--- config.mk ---
export PLATFORM = sky130hd
export DESIGN_NAME = wb_pipe_reg
export DESIGN_NICKNAME = d
export VERILOG_FILES = /design/src/rtl/wb_pipe_reg.sv
export SDC_FILE = /design/constraint.sdc
export NUM_CORES = 1
export LEC_CHECK = 0
export ABC_AREA = 1
export BUFFER_PORTS_ARGS = -buffer_cell sky130_fd_sc_hd__buf_2
export CAP_MARGIN = 20
export CORE_MARGIN = 3
export CORE_UTILIZATION = 57
export CTS_BUF_LIST = sky130_fd_sc_hd__clkbuf_4
export DETAILED_ROUTE_END_ITERATION = 7
export PLACE_DENSITY = 0.82
export SLEW_MARGIN = 40
export SYNTH_ARGS = -nofsm -noshare
export SYNTH_HDL_FRONTEND = slang
export SYNTH_SLANG_ARGS = --single-unit
--- constraint.sdc ---
create_clock -name clk -period 1.8 [get_ports clk]
set_clock_uncertainty 0.15 [all_clocks]
set_input_delay 0.54 -clock clk [delete_from_list [all_inputs] [get_ports clk]]
set_output_delay 0.54 -clock clk [all_outputs]
set_load 0.01 [all_outputs]
--- src/rtl/wb_pipe_reg.sv ---
// MEM/WB pipeline register with valid/ready handshake, optional 2-entry skid buffer,
// flush, and NOP insertion on the instruction field whenever the head is empty.
module wb_pipe_reg #(
    parameter int                INST_W   = 32,
    parameter int                ADDR_W   = 32,
    parameter int                RADDR_W  = 5,
    parameter int                RDATA_W  = 32,
    parameter logic [INST_W-1:0] NOP_INST = 32'h00000013,
    parameter bit                SKID     = 1'b1
) (
    input  logic               clk,
    input  logic               rst,
    input  logic               valid_i,
    output logic               ready_o,
    input  logic [INST_W-1:0]  inst_i,
    input  logic [ADDR_W-1:0]  instaddr_i,
    input  logic               regs_wen_i,
    input  logic [RADDR_W-1:0] rd_addr_i,
    input  logic [RDATA_W-1:0] rd_data_i,
    input  logic               flush,
    output logic               valid_o,
    input  logic               ready_i,
    output logic [INST_W-1:0]  inst_o,
    output logic [ADDR_W-1:0]  instaddr_o,
    output logic               regs_wen_o,
    output logic [RADDR_W-1:0] rd_addr_o,
    output logic [RDATA_W-1:0] rd_data_o,
    output logic [1:0]         occ_o
);

    typedef struct packed {
        logic [INST_W-1:0]  inst;
        logic [ADDR_W-1:0]  addr;
        logic               wen;
        logic [RADDR_W-1:0] rd_addr;
        logic [RDATA_W-1:0] rd_data;
    } entry_t;

    typedef enum logic [1:0] {EMPTY, ONE, TWO} state_t;

    entry_t     in_entry;
    entry_t     head;
    logic       head_valid;
    logic       ready;
    logic [1:0] occ;
    logic       take_in;
    logic       take_out;

    assign in_entry = {inst_i, instaddr_i, regs_wen_i, rd_addr_i, rd_data_i};
    assign take_in  = valid_i & ready;
    assign take_out = head_valid & ready_i;

    generate
        if (SKID) begin : g_skid
            state_t state;
            entry_t skid;
            logic   ready_q;

            // ready is registered, so a second entry may arrive while the head stalls; it waits in skid.
            always_ff @(posedge clk) begin
                if (rst) begin
                    state   <= EMPTY;
                    ready_q <= 1'b1;
                    head    <= '0;
                    skid    <= '0;
                end else if (flush) begin
                    state   <= EMPTY;
                    ready_q <= 1'b1;
                end else begin
                    case (state)
                        EMPTY: begin
                            if (take_in) begin
                                head  <= in_entry;
                                state <= ONE;
                            end
                        end
                        ONE: begin
                            if (take_in && take_out) begin
                                head <= in_entry;
                            end else if (take_in) begin
                                skid    <= in_entry;
                                state   <= TWO;
                                ready_q <= 1'b0;
                            end else if (take_out) begin
                                state <= EMPTY;
                            end
                        end
                        TWO: begin
                            if (take_out) begin
                                head    <= skid;
                                state   <= ONE;
                                ready_q <= 1'b1;
                            end
                        end
                        default: begin
                            state   <= EMPTY;
                            ready_q <= 1'b1;
                        end
                    endcase
                end
            end

            assign ready      = ready_q;
            assign head_valid = (state != EMPTY);
            assign occ        = (state == TWO) ? 2'd2 : (state == ONE) ? 2'd1 : 2'd0;
        end else begin : g_single
            logic valid_q;

            // Single entry: ready looks through to downstream so a consuming cycle can refill the head.
            always_ff @(posedge clk) begin
                if (rst) begin
                    valid_q <= 1'b0;
                    head    <= '0;
                end else if (flush) begin
                    valid_q <= 1'b0;
                end else if (take_in) begin
                    head    <= in_entry;
                    valid_q <= 1'b1;
                end else if (take_out) begin
                    valid_q <= 1'b0;
                end
            end

            assign ready      = ~valid_q | ready_i;
            assign head_valid = valid_q;
            assign occ        = {1'b0, valid_q};
        end
    endgenerate

    // Only valid, inst and wen are masked; the data fields keep showing the last head.
    assign ready_o    = ready;
    assign valid_o    = head_valid;
    assign inst_o     = head_valid ? head.inst : NOP_INST;
    assign regs_wen_o = head.wen & head_valid;
    assign instaddr_o = head.addr;
    assign rd_addr_o  = head.rd_addr;
    assign rd_data_o  = head.rd_data;
    assign occ_o      = occ;

endmodule

Word level (Yosys, flattened, before mapping)
Index checks and enable logic that the tools add are counted.
Word-level totals
  register bits: 207
  latch bits: 0
  memory bits (writable): 0
  ROM bits: 0
  bits of input ports: 107
  logic and storage cells: 52
  memories: 0
Cells by class
  $add $sub $neg: 0
  multiply operators: 0
  divide/modulo/power cells: 0
  magnitude comparators: 0
  eq/ne operators: 8
  shift-type cells: 0
  multiplexer cells: 17
  bitwise logic cells: 6
  reduce and logical (&&, ||, !) cells: 9
Operators by type and width (count)
  2-to-1 mux 102 bit: 3
  one-hot mux 102 bit (3 select lines): 1
  2-to-1 mux 32 bit: 1
  2-to-1 mux 2 bit: 6
  AND reduction 4 bit: 3
  inequality test 2 bit, second input constant: 5
  one-hot mux 2 bit (3 select lines): 1
  AND reduction 5 bit: 1
  2-to-1 mux 1 bit: 4
  AND 1 bit: 3
  inequality test 3 bit, second input constant: 1
  inverter 1 bit: 3
  one-hot mux 1 bit (3 select lines): 1
  nonzero test 3 bit: 1
  == test 2 x 1 -> 1 bit, second input constant: 1
  == test 2 bit, second input constant: 1
  zero test 2 bit: 1
  nonzero test 2 bit: 1
  OR reduction 2 bit: 1
  logical AND 1 bit: 1

Depth between registers and ports, before layout
  depth in word-level cells: 6
  gate-level depth with buffers: 10
  depth with buffers taken out: 8

Worst setup path after synthesis
No wires, ideal clock.
  path type: register to output
  start point: register g_skid.state[1]
  end point: output valid_o
  arrival: 1.057 ns
  required time: 1.110 ns
  path slack: 0.053 ns
  cell stages (with the launch flop): 5
  path buffers: 2
  cells stage by stage: dfxtp_1 > buf_2 > nor2_2 > clkbuf_1 > inv_1
On the way
  word-level cells in the longest chain between the ends: 1
RTL lines
  start, declared: RTL line 55  | state_t state;
  start signal, assigned: RTL line 62  | state <= EMPTY;
  start signal, assigned: RTL line 67  | state <= EMPTY;
  start signal, assigned: RTL line 74  | state <= ONE;
  nonzero test 2 bit: RTL line 104  | assign head_valid = (state != EMPTY);
  end, declared: RTL line 21  | output logic valid_o,
Every way passes these cells.

Worst setup path in the final report
  start point: register g_skid.state[1]
  end point: output inst_o[31]
On the way
  word-level cells in the longest chain between the ends: 2
RTL lines
  nonzero test 2 bit: RTL line 104
  2-to-1 mux 32 bit: RTL line 133  | assign inst_o = head_valid ? head.inst : NOP_INST;
  end, declared: RTL line 23  | output logic [INST_W-1:0] inst_o,
Every way passes these cells.

==> flow_metrics.tcl <==
set metrics [dict create \
    grt_first_pass_wirelength_um 54400 \
    rows 48 \
    final-hold-violation-count 0 \
    drive_above_1_share_pct 29.3 \
    die_h_um 142 \
    cts_tree "yes" \
    avgSynthCellArea_um2 6.43 \
    ys_ff_latch 207 \
    clock_tree.root_cell "clkbuf_4" \
    setup.worst_path.end_class "output pin" \
    p_seq_share_pct 44.5 \
    path_delay_family "buffers and inverters" \
    cts_buffer_depth 3 \
    layout_common_cells "nand2_1 (377), nand3_1 (301), a21oi_1 (174)" \
    io_buffer_count 212 \
    grt_max_degree 70 \
    cts_buffers 53 \
    viasPerCell 5.82 \
    path_cells "nor2_4, buf_6, buf_6, nor2_4, buf_6" \
    gr-total-overflow 0 \
    whs_ns 0.0293 \
    postLayoutSetupSlackWorst_ns -0.627 \
    dp_slack_ns -0.115 \
    die_w_um 142 \
    drtIter0Drc 1465 \
    worstMarginPinSlew_ns 0.517 \
    area_delta_synth_final_pct 42.9 \
    worstHoldPathType "primary input to register" \
    slew_viol_final 0 \
    ir_drop_v 0.000547 \
    cp-start-kind "register" \
    insertion_delay_ns 0.68 \
    ios 213 \
    core_um2 17700 \
    p_leak_nw 7.02 \
    grt_antenna_before_repair 1 \
    cts.sinks 207 \
    status "complete, but fails checks" \
    initial_utilization_pct 59.4 \
    rsz0062_at_grt "true" \
    combPwrFrac_pct 19.4 \
    synth_cell_types 16 \
    place_congestion 0.816 \
    worstPathRequired_ns 1.11 \
    slowest_stage "dfxtp_4" \
    nNetsFinal 2005 \
    post_drt_wl_per_cell_um 18.4 \
    switching_power_mw 3.34 \
    grt_pass1_vias 11157 \
    syn_inst 1631 \
    slew_headroom_pct 65.5 \
    dieArea_um2 20100 \
    fmax_mhz 412 \
    crit_top_cell "buf_6" \
    fill_cells 956 \
    drv_cap 0 \
    path_max_fanout 5 \
    netlist_area_um2 10500 \
    drc 0 \
    fin_tns_setup_ns -38.06 \
    crit_type "register to output pin" \
    detail_route.first_pass.iterations 6 \
    syn_nets 1738 \
    p_clk_share_pct 36.0 \
    powerDensity_nw_per_um2 747 \
    wirelength_um 39700 \
    period_minus_slack_ns 2.43 \
    p_sw_share_pct 29.8 \
    yosysSeqAreaShare_pct 39.5 \
    final_common_cell "nand2_1" \
    cts-htree-levels 2 \
    min_period_over_period_pct 135 \
    p_int_mw 7.85 \
    ys_warn_count 0 \
    cp.arrival_ns 1.74 \
    grt_usage_pct 32.6 \
    worst-path-buf-inv 3 \
    setup_viol 288 \
    dpl.hpwl_um 17800 \
    detail-route-antenna-nets 0 \
    num_vias 12574 \
    path_clk_slew_ns 0.08 \
    failed_checks "negative setup slack" \
    cpPeakStageDelay_ns 0.37 \
]
-- path summary, 6_finish.rpt --
check                  start              end  slack (ns)  depth (start not counted)
min reg2reg  g_skid.skid[64]  g_skid.skid[64]        0.31                          2
max reg2reg  g_skid.state[1]  g_skid.skid[15]       -0.20                          9
min           instaddr_i[29]  g_skid.skid[67]        0.03                          3
max          g_skid.state[1]       inst_o[31]       -0.63                          5
-- worst reg2reg max path, delay by kind of cell (launching register included) --
family / cells / cell delay (ns)
DFF: 1 / 0.37
and+or+nand+nor: 2 / 0.33
AOI/OAI and AO/OA: 1 / 0.25
buffers and inverters: 6 / 0.78
-- synth_stat cells, drive strengths merged --
library cell | number | area share [%]
a21oi | 204 | 9.7
buf | 137 | 8.1
clkbuf | 68 | 2.4
dfxtp | 207 | 40
inv | 141 | 5.0
nand2 | 417 | 15
nand3 | 309 | 15
nor2 | 140 | 5.1
nor3 | 1 | 0.095
o21ai | 4 | 0.19
or2 | 3 | 0.18
-- repair_timing --
action / 4_1_cts / 5_1_grt
endpoints found under the setup margin: 294 / 311
cloned: 2 / 19
pin swaps: 2 / 15
endpoints found under the hold margin: 96 / 1
buffers inserted: 11 / 13
hold buffers: 96 / 1
gates resized for setup: 153 / 129
-- per-layer routing --
layer  wire, um  track usage [%]
met1      13700             39.0
met2      19300             56.4
met3       4460             6.00
met4       2240             15.6
met5          0                0
-- flip-flops by register name, summed over array words and instances (netlist names) --
name          count
instaddr_o       32
rd_data_o        32
g_skid.state      2
g_skid.skid     102
head             33
rd_addr_o         5
ready_o           1
-- power by group through the flow --
stage	Clock [mW]	Combinational, mW	Sequential, mW
2_1_floorplan	0	1.10	4.98
3_3_place_gp	0	1.53	5.00
3_5_place_dp	0	1.56	5.01
4_1_cts	3.99	1.92	4.96
5_1_grt	4.29	2.33	5.00
6_report	4.03	2.17	4.99
-- layout make-up --
cell class                      count  area [um^2]  share of cell area [%]
Multi-Input combinational cell   1080         5160                    34.4
Clock buffer                       80          601                    4.01
Antenna cell                        1         2.50                  0.0167
Sequential cell                   207         4240                    28.3
Inverter                          141          533                    3.56
Timing Repair Buffer              415         4130                    27.6
Clock inverter                     11         42.5                   0.284
Tap cell                          225          282                    1.88
-- stage by stage --
stage                     instances  area [um^2]  utilization, %  power, mW
after floorplan                1631        10500               -       6.08
after global placement         1927        11600            65.6       6.53
after detailed placement       1927        11600            65.6       6.56
after CTS                      2127        13900            78.8       10.9
after global routing           2160        15000            84.9       11.6
final                          2160        15000            84.9       11.2
-- logic make-up (layout without fill, tap and decap cells) --
| group | Yosys count | after routing | synth area share, % |
|---|---|---|---|
| AND/OR/NAND/NOR | 870 | 872 | 35.0 |
| other | 0 | 1 | 0 |
| flip-flops | 207 | 207 | 39.5 |
| AO/OA/AOI/OAI | 208 | 208 | 9.92 |
| buffers and inverters | 346 | 647 | 15.5 |
No activity file was read; power rests on OpenSTA's default activity.
